$ cat config.mk
export PLATFORM = sky130hd
export DESIGN_NAME = hazard_fwd_unit
export DESIGN_NICKNAME = d
export VERILOG_FILES = /design/src/rtl/hazard_fwd_unit_pkg.sv /design/src/rtl/fwd_sel.sv /design/src/rtl/hazard_fwd_unit.sv
export SDC_FILE = /design/constraint.sdc
export NUM_CORES = 1
export LEC_CHECK = 0
export ABC_AREA = 1
export BUFFER_PORTS_ARGS = -buffer_cell sky130_fd_sc_hd__clkbuf_2
export CAP_MARGIN = 10
export CORE_MARGIN = 10
export CORE_UTILIZATION = 58
export CTS_CLUSTER_SIZE = 16
export DETAILED_ROUTE_END_ITERATION = 8
export PLACE_DENSITY = 0.83
export SLEW_MARGIN = 20
export SYNTH_ARGS = -nofsm -noshare
export SYNTH_HDL_FRONTEND = slang
export SYNTH_HIERARCHICAL = 1
export SYNTH_SLANG_ARGS = --single-unit
export TNS_END_PERCENT = 30
$ cat constraint.sdc
create_clock -name clk -period 2.4 [get_ports clk]
set_input_delay 0 -clock clk [delete_from_list [all_inputs] [get_ports clk]]
set_output_delay 0 -clock clk [all_outputs]
set_load 0.005 [all_outputs]
$ cat src/rtl/hazard_fwd_unit_pkg.sv
// rtl/hazard_fwd_unit_pkg.sv - shared encodings and records for hazard detection and EX forwarding
package hazard_fwd_unit_pkg;

    localparam int REG_W = 5;

    typedef enum logic [1:0] {
        FW_REG = 2'b00,
        FW_WB  = 2'b01,
        FW_MEM = 2'b10
    } fw_sel_e;

    typedef enum logic {
        ST_RUN   = 1'b0,
        ST_STALL = 1'b1
    } fsm_state_e;

    typedef struct packed {
        logic [REG_W-1:0] rw;
        logic             reg_wr;
        logic             mem_to_reg;
    } dst_rec_t;

    localparam dst_rec_t DST_NONE = '0;

    // True when a record will write a live (non-r0) register that a used source reads.
    function automatic logic writes_src(input dst_rec_t rec, input logic [REG_W-1:0] src,
                                        input logic use_src);
        return use_src && rec.reg_wr && (rec.rw != '0) && (rec.rw == src);
    endfunction

endpackage

$ cat src/rtl/fwd_sel.sv
// rtl/fwd_sel.sv - per-operand forward select from the EX and MEM destination records
module fwd_sel
    import hazard_fwd_unit_pkg::*;
(
    input  logic [REG_W-1:0] src,
    input  logic             use_src,
    input  dst_rec_t         ex_rec,
    input  dst_rec_t         mem_rec,
    output fw_sel_e          sel
);

    // A load in EX has no data yet; load-use stalling covers that case.
    always_comb begin
        sel = FW_REG;
        if (writes_src(ex_rec, src, use_src) && !ex_rec.mem_to_reg) begin
            sel = FW_MEM;
        end else if (writes_src(mem_rec, src, use_src)) begin
            sel = FW_WB;
        end
    end

endmodule

$ cat src/rtl/hazard_fwd_unit.sv
// rtl/hazard_fwd_unit.sv - load-use stall FSM, shadow destination records, registered forward selects
module hazard_fwd_unit
    import hazard_fwd_unit_pkg::*;
(
    input  logic             clk,
    input  logic             rst_n,
    input  logic [REG_W-1:0] rs_ID,
    input  logic [REG_W-1:0] rt_ID,
    input  logic             useRs_ID,
    input  logic             useRt_ID,
    input  logic [REG_W-1:0] rw_ID,
    input  logic             RegWr_ID,
    input  logic             MemtoReg_ID,
    input  logic             flush_ID,
    input  logic             freeze,
    output logic [1:0]       BusAFw,
    output logic [1:0]       BusBFw,
    output logic             stall_ID,
    output logic             bubble_EX
);

    dst_rec_t   sh_ex;
    dst_rec_t   sh_mem;
    fsm_state_e state;
    fsm_state_e state_nxt;
    fw_sel_e    sel_a;
    fw_sel_e    sel_b;
    logic       load_use;

    fwd_sel u_sel_rs (
        .src     (rs_ID),
        .use_src (useRs_ID),
        .ex_rec  (sh_ex),
        .mem_rec (sh_mem),
        .sel     (sel_a)
    );

    fwd_sel u_sel_rt (
        .src     (rt_ID),
        .use_src (useRt_ID),
        .ex_rec  (sh_ex),
        .mem_rec (sh_mem),
        .sel     (sel_b)
    );

    assign load_use = sh_ex.mem_to_reg &&
                      (writes_src(sh_ex, rs_ID, useRs_ID) || writes_src(sh_ex, rt_ID, useRt_ID));

    always_comb begin
        state_nxt = state;
        stall_ID  = 1'b0;
        bubble_EX = 1'b0;
        if (rst_n && !freeze) begin
            case (state)
                ST_RUN: begin
                    // A killed instruction cannot consume the load, so flush wins.
                    if (flush_ID) begin
                        bubble_EX = 1'b1;
                    end else if (load_use) begin
                        stall_ID  = 1'b1;
                        bubble_EX = 1'b1;
                        state_nxt = ST_STALL;
                    end
                end
                ST_STALL: begin
                    bubble_EX = flush_ID;
                    state_nxt = ST_RUN;
                end
                default: state_nxt = ST_RUN;
            endcase
        end
    end

    always_ff @(posedge clk) begin
        if (!rst_n) begin
            state  <= ST_RUN;
            sh_ex  <= DST_NONE;
            sh_mem <= DST_NONE;
            BusAFw <= FW_REG;
            BusBFw <= FW_REG;
        end else if (!freeze) begin
            state  <= state_nxt;
            sh_mem <= sh_ex;
            if (bubble_EX) begin
                sh_ex  <= DST_NONE;
                BusAFw <= FW_REG;
                BusBFw <= FW_REG;
            end else begin
                sh_ex  <= '{rw: rw_ID, reg_wr: RegWr_ID, mem_to_reg: MemtoReg_ID};
                BusAFw <= sel_a;
                BusBFw <= sel_b;
            end
        end
    end

endmodule

==> impl_metrics.ini, run 1 <==
[setup_path]
crit_type = reg2out
end_kind = output pin
reg2reg_slack_ns = 0.60
crit_required_ns = 2.40
startpoint_type = register
crit_path_max_fanout = 12
timing.rr.end = sh_ex[6]$_SDFFE_PN0N_
r2r_start = sh_ex[4]$_SDFFE_PN0N_
rr_worst_depth = 11
critPathArrivalTime_ns = 1.98

[timing]
setup_viol = 0
finalSetupTns_ns = 0
hold_violations = 0
period_needed_ns = 1.98
rsz0062_at_grt = false
clock.fmax_mhz = 504
report.final.slew_viol_count = 0
relSlewSlack = 0.601
tightest_slew_ns = 0.597
fin_skew_ns = 0.00701
period_share = 0.826
whs_ns = 0.0102

[yosys]
synthesis.nets = 303
avgSynthCellArea_um2 = 5.34
netlist_area_um2 = 1500
yosysWarnings = 6
syn_inst = 280

[finish]
design_area_um2 = 1680
nNetsFinal = 331
final_common_cell = nand2_1
final_cells = 336
drive_gt1_frac = 0.239
syn2layout_area_growth_pct = 12.0
diodes = 0
nFillCells = 261
final_cell_mix = nand2_1 (94), inv_1 (46), nor2_1 (40), clkbuf_2 (28), dfxtp_1 (18)

[min_path]
hold_path_end = sh_ex[0]$_SDFFE_PN0N_
hold_depth = 5
hold_start = MemtoReg_ID
hp-class = in2reg

[placed_design]
hpwl_um = 3000
numPortBuffers = 28
place_area_um2 = 1640
dpl.cell_count = 332
place_congestion = 0.912

[power_and_ir_drop]
power.static_leakage_nw = 0.897
ir_worst_vdd_uv = 447
power_density_nw_per_um2 = 384

[routing]
vias = 1677
wirelength_um = 3820
viasPerCell = 4.99
drt.antenna.violating_nets = 0
drt_iter0_drc = 127
first_pass_iters = 4
drc = 0
wl_per_cell_um = 11.4

[die]
ios = 29
chipWidth_um = 70.8
fp.dieArea_um2 = 5010
placementRows = 18
die_h_um = 70.8
core_um2 = 2480
start_util = 0.604

[global_route]
grt_pass1_wl_um = 6610
grt_overflow = 0
grt_max_degree = 28
grt_pass1_vias = 1543
grt_antenna_before_repair = 0
track_usage = 0.152

[clocking]
clkSinkCount = 18
cts_tree = done
cts_buffer_depth = 2
clock_latency_ns = 0.28
path_clk_slew_ns = 0.10
cts_max_level = 1
cts_root_buf = clkbuf_4
cts-buffers-inserted = 3

[status]
status = complete, no violations

[run]
maxCapViolations = 0
stage by stage:
stage | power [mW] | utilization | worst slack, ns
CTS | 0.646 | 0.673 | 0.412
global route | 0.689 | 0.677 | 0.207
global placement | 0.502 | 0.664 | 0.693
finish | 0.645 | 0.677 | 0.418
detailed placement | 0.505 | 0.664 | 0.650
floorplan | 0.452 | - | 0.976
registers in the layout, summed over array words and instances, names as in the netlist:
| name | cells |
|---|---|
| state | 1 |
| sh_ex | 7 |
| sh_mem | 6 |
| BusBFw | 2 |
| BusAFw | 2 |
worst max path at each step:
stage | start | endpoint | slack (ns) | cells past startpoint
floorplan | sh_ex[4]$_SDFFE_PN0N_ | BusAFw[1]$_SDFFE_PN0N_ | 0.98 | 12
global placement | sh_ex[4]$_SDFFE_PN0N_ | sh_ex[5]$_SDFFE_PN0N_ | 0.69 | 11
detailed placement | sh_ex[4]$_SDFFE_PN0N_ | sh_ex[5]$_SDFFE_PN0N_ | 0.65 | 11
CTS | sh_ex[4]$_SDFFE_PN0N_ | bubble_EX | 0.41 | 11
global route | sh_ex[4]$_SDFFE_PN0N_ | bubble_EX | 0.21 | 11
finish | sh_ex[4]$_SDFFE_PN0N_ | bubble_EX | 0.42 | 11
final cells by class:
type,count,area [um2],share of cell area
clock buffers,3,22.5,0.0134
inverters,58,218,0.130
multi-input cells,198,888,0.530
flip-flops and latches,18,360,0.215
well taps,30,37.5,0.0224
repair buffers,29,150,0.0896
critical path, cell delays in order (launching register included):
cell and delay (ns):
dfxtp_1 0.55, inv_1 0.17, nand2_1 0.09, nand2_1 0.05, nor2_1 0.11, nand3_1 0.12, nand2_2 0.09, nand2_2 0.06
nand2_2 0.06, nand2_2 0.19, inv_1 0.10, clkbuf_2 0.11
report_power, final:
group          total, mW  leakage, nW  internal, mW  switching, mW
clock              0.142       0.0138        0.0582         0.0839
combinational      0.167        0.736        0.0632          0.104
sequential         0.336        0.147         0.311         0.0245
per-layer routing:
| metal | part of all wire | routed length [um] | vias to the layer above | track usage |
|---|---|---|---|---|
| li1 | - | - | 885 | - |
| met1 | 0.44 | 1670 | 731 | 0.189 |
| met2 | 0.46 | 1750 | 57 | 0.256 |
| met3 | 0.097 | 370 | 4 | 0.0404 |
| met4 | 0.0076 | 29 | 0 | 0.0280 |
| met5 | 0 | 0 | - | 0 |
repair_timing:
item | 4_1_cts | 5_1_grt
hold buffers | 0 | 1
resized for setup | 0 | 0
buffers inserted | 0 | 0
hold endpoints to repair | 0 | 1
Note: power is estimated with default switching activity, not from simulation.
==> inputs of run 2 (changes only) <==
--- a/config.mk
+++ b/config.mk
@@ -9,10 +9,10 @@
 export BUFFER_PORTS_ARGS = -buffer_cell sky130_fd_sc_hd__clkbuf_2
 export CAP_MARGIN = 10
 export CORE_MARGIN = 10
-export CORE_UTILIZATION = 58
+export CORE_UTILIZATION = 50
 export CTS_CLUSTER_SIZE = 16
 export DETAILED_ROUTE_END_ITERATION = 8
-export PLACE_DENSITY = 0.83
+export PLACE_DENSITY = 0.76
 export SLEW_MARGIN = 20
 export SYNTH_ARGS = -nofsm -noshare
 export SYNTH_HDL_FRONTEND = slang
==> constraint.sdc (replaced) <==
create_clock -name clk -period 1.7 [get_ports clk]
set_input_delay 0 -clock clk [delete_from_list [all_inputs] [get_ports clk]]
set_output_delay 0 -clock clk [all_outputs]
set_load 0.005 [all_outputs]
==> run 2 against run 1 <==
The run now ends with hold timing, setup timing left. Worst hold slack got worse by 0.035 ns. Non-clock buffer count rose by 14. Clock skew shrank 0.00092 ns. Routed wire length rose by 9.2%. Largest cell class unchanged. Largest power group unchanged.
==> impl_metrics.ini, run 2 (same netlist as run 1, synthesis figures left out) <==
[power_and_ir_drop]
power.static_leakage_nw = 0.992
ir_worst_vdd_uv = 458
power_density_nw_per_um2 = 553

[min_path]
hold_start = rw_ID[1]
hp-class = in2reg
hold_path_end = sh_ex[3]$_SDFFE_PN0N_
hold_depth = 5

[setup_path]
crit_path_max_fanout = 6
reg2reg_slack_ns = 0.03
rr_worst_depth = 11
crit_chain = buf_4 > nor3_1 > nand3_1 > nand3_1 > inv_2 > nand2_4 > nand2_4 > nand2_8 > inv_2 > clkbuf_2
end_kind = output pin
critPathArrivalTime_ns = 1.71
cp_slowest_cell = dfxtp_2
crit_required_ns = 1.70
crit_type = reg2out
startpoint_type = register
r2r_start = sh_ex[5]$_SDFFE_PN0N_
critPathMaxStageDelay_ns = 0.38
timing.rr.end = BusBFw[1]$_SDFFE_PN0N_

[finish]
final_cell_mix = nand2_1 (93), inv_1 (45), nor2_1 (40), clkbuf_2 (27), inv_2 (13)
reg_top3 = sh_ex x7, sh_mem x6
final_common_cell = nand2_1
largest_register = sh_ex
syn2layout_area_growth_pct = 24.7
final_cells = 352
final_util = 0.665
diodes = 0
nNetsFinal = 345
drive_gt1_frac = 0.283
nFillCells = 272
largest_register_ffs = 7

[run]
maxCapViolations = 0

[die]
chipWidth_um = 74.7
placementRows = 19
fp.dieArea_um2 = 5580
core_um2 = 2810
die_h_um = 74.7
ios = 29
start_util = 0.533

[global_route]
grt_overflow = 0
track_usage = 0.148
grt_pass1_wl_um = 6620
grt_max_degree = 28
grt_antenna_before_repair = 0
grt_pass1_vias = 1530

[routing]
first_pass_iters = 4
viasPerCell = 4.90
drc = 0
wirelength_um = 4170
drt.antenna.violating_nets = 0
drt_iter0_drc = 128
vias = 1725
wl_per_cell_um = 11.8

[timing]
period_needed_ns = 1.71
layout_setup_ws_ns = -0.0109
report.final.slew_viol_count = 0
relSlewSlack = 0.650
whs_ns = -0.0249
setup_viol = 1
tightest_slew_ns = 0.524
fin_skew_ns = 0.00609
hold_violations = 1
period_share = 1.01
clock.fmax_mhz = 584

[placed_design]
hpwl_um = 3180
place_congestion = 0.941
numPortBuffers = 28
dpl.cell_count = 339
pre_cts_ws_ns = 0.0907

[clocking]
clkSinkCount = 18
cts_root_buf = clkbuf_4
cts_max_level = 1
clock_latency_ns = 0.32
cts-buffers-inserted = 3
path_clk_slew_ns = 0.11
cts_tree = done
cts_buffer_depth = 2

[status]
violations = hold timing, setup timing
status = finished, violations left
==> run 2: changes by cell type in the layout (fill, tap and decap cells not counted), sizes merged <==
cell,before,now
buf,0,9
dlygate4sd3,1,7
==> run 2: how the worst max path moves through the flow <==
stage,cells past startpoint,start,end,slack [ns]
4_1_cts,10,sh_ex[3]$_SDFFE_PN0N_,bubble_EX,0.003
3_5_place_dp,11,sh_ex[6]$_SDFFE_PN0N_,sh_ex[1]$_SDFFE_PN0N_,0.09
2_1_floorplan,12,sh_ex[4]$_SDFFE_PN0N_,BusAFw[1]$_SDFFE_PN0N_,0.28
5_1_grt,10,sh_ex[3]$_SDFFE_PN0N_,bubble_EX,-0.09
6_report,10,sh_ex[5]$_SDFFE_PN0N_,bubble_EX,-0.01
3_3_place_gp,11,sh_ex[6]$_SDFFE_PN0N_,sh_ex[1]$_SDFFE_PN0N_,0.13
==> run 2: what timing repair did <==
action / CTS / global route
hold buffers: 7 / 0
setup buffers: 0 / 2
endpoints found under the hold margin: 9 / 0
setup endpoints to repair: 2 / 2
resized for setup: 6 / 11
==> run 2: metal layers <==
| layer | track usage | wire length [um] |
|---|---|---|
| met3 | 0.0329 | 301 |
| met1 | 0.185 | 1810 |
| met4 | 0.0378 | 28 |
| met2 | 0.252 | 2030 |
| met5 | 0 | 0 |
==> run 2: worst max-delay path: cells and delay by family (launching register included) <==
family	cells	cell delay (ns)
simple gates	6	0.66
flops	1	0.38
buf+inv	4	0.36
==> run 2: layout make-up <==
cell class	count	area, um2	share of cell area
clock buffer	4	36.3	0.0194
inverter	58	218	0.117
multi-input combinational	198	930	0.498
sequential	18	370	0.198
tap	31	38.8	0.0208
timing repair buffer	43	274	0.147
==> run 2: metrics by stage <==
stage               area (um2)  hold slack (ns)  total power, mW  TNS, ns
floorplan                 1500           0.0353            0.637        0
global placement          1690            0.247            0.721        0
detailed placement        1690            0.248            0.725        0
CTS                       1820         0.000167             1.02        0
global route              1870         -0.00430             1.09   -0.381
finish                    1870          -0.0249             1.03  -0.0109
==> run 2: power breakdown <==
group	total, mW	internal (mW)	switching (mW)
Clock	0.287	0.131	0.156
Sequential	0.468	0.440	0.0279
Combinational	0.278	0.113	0.165
Total	1.03	0.684	0.349
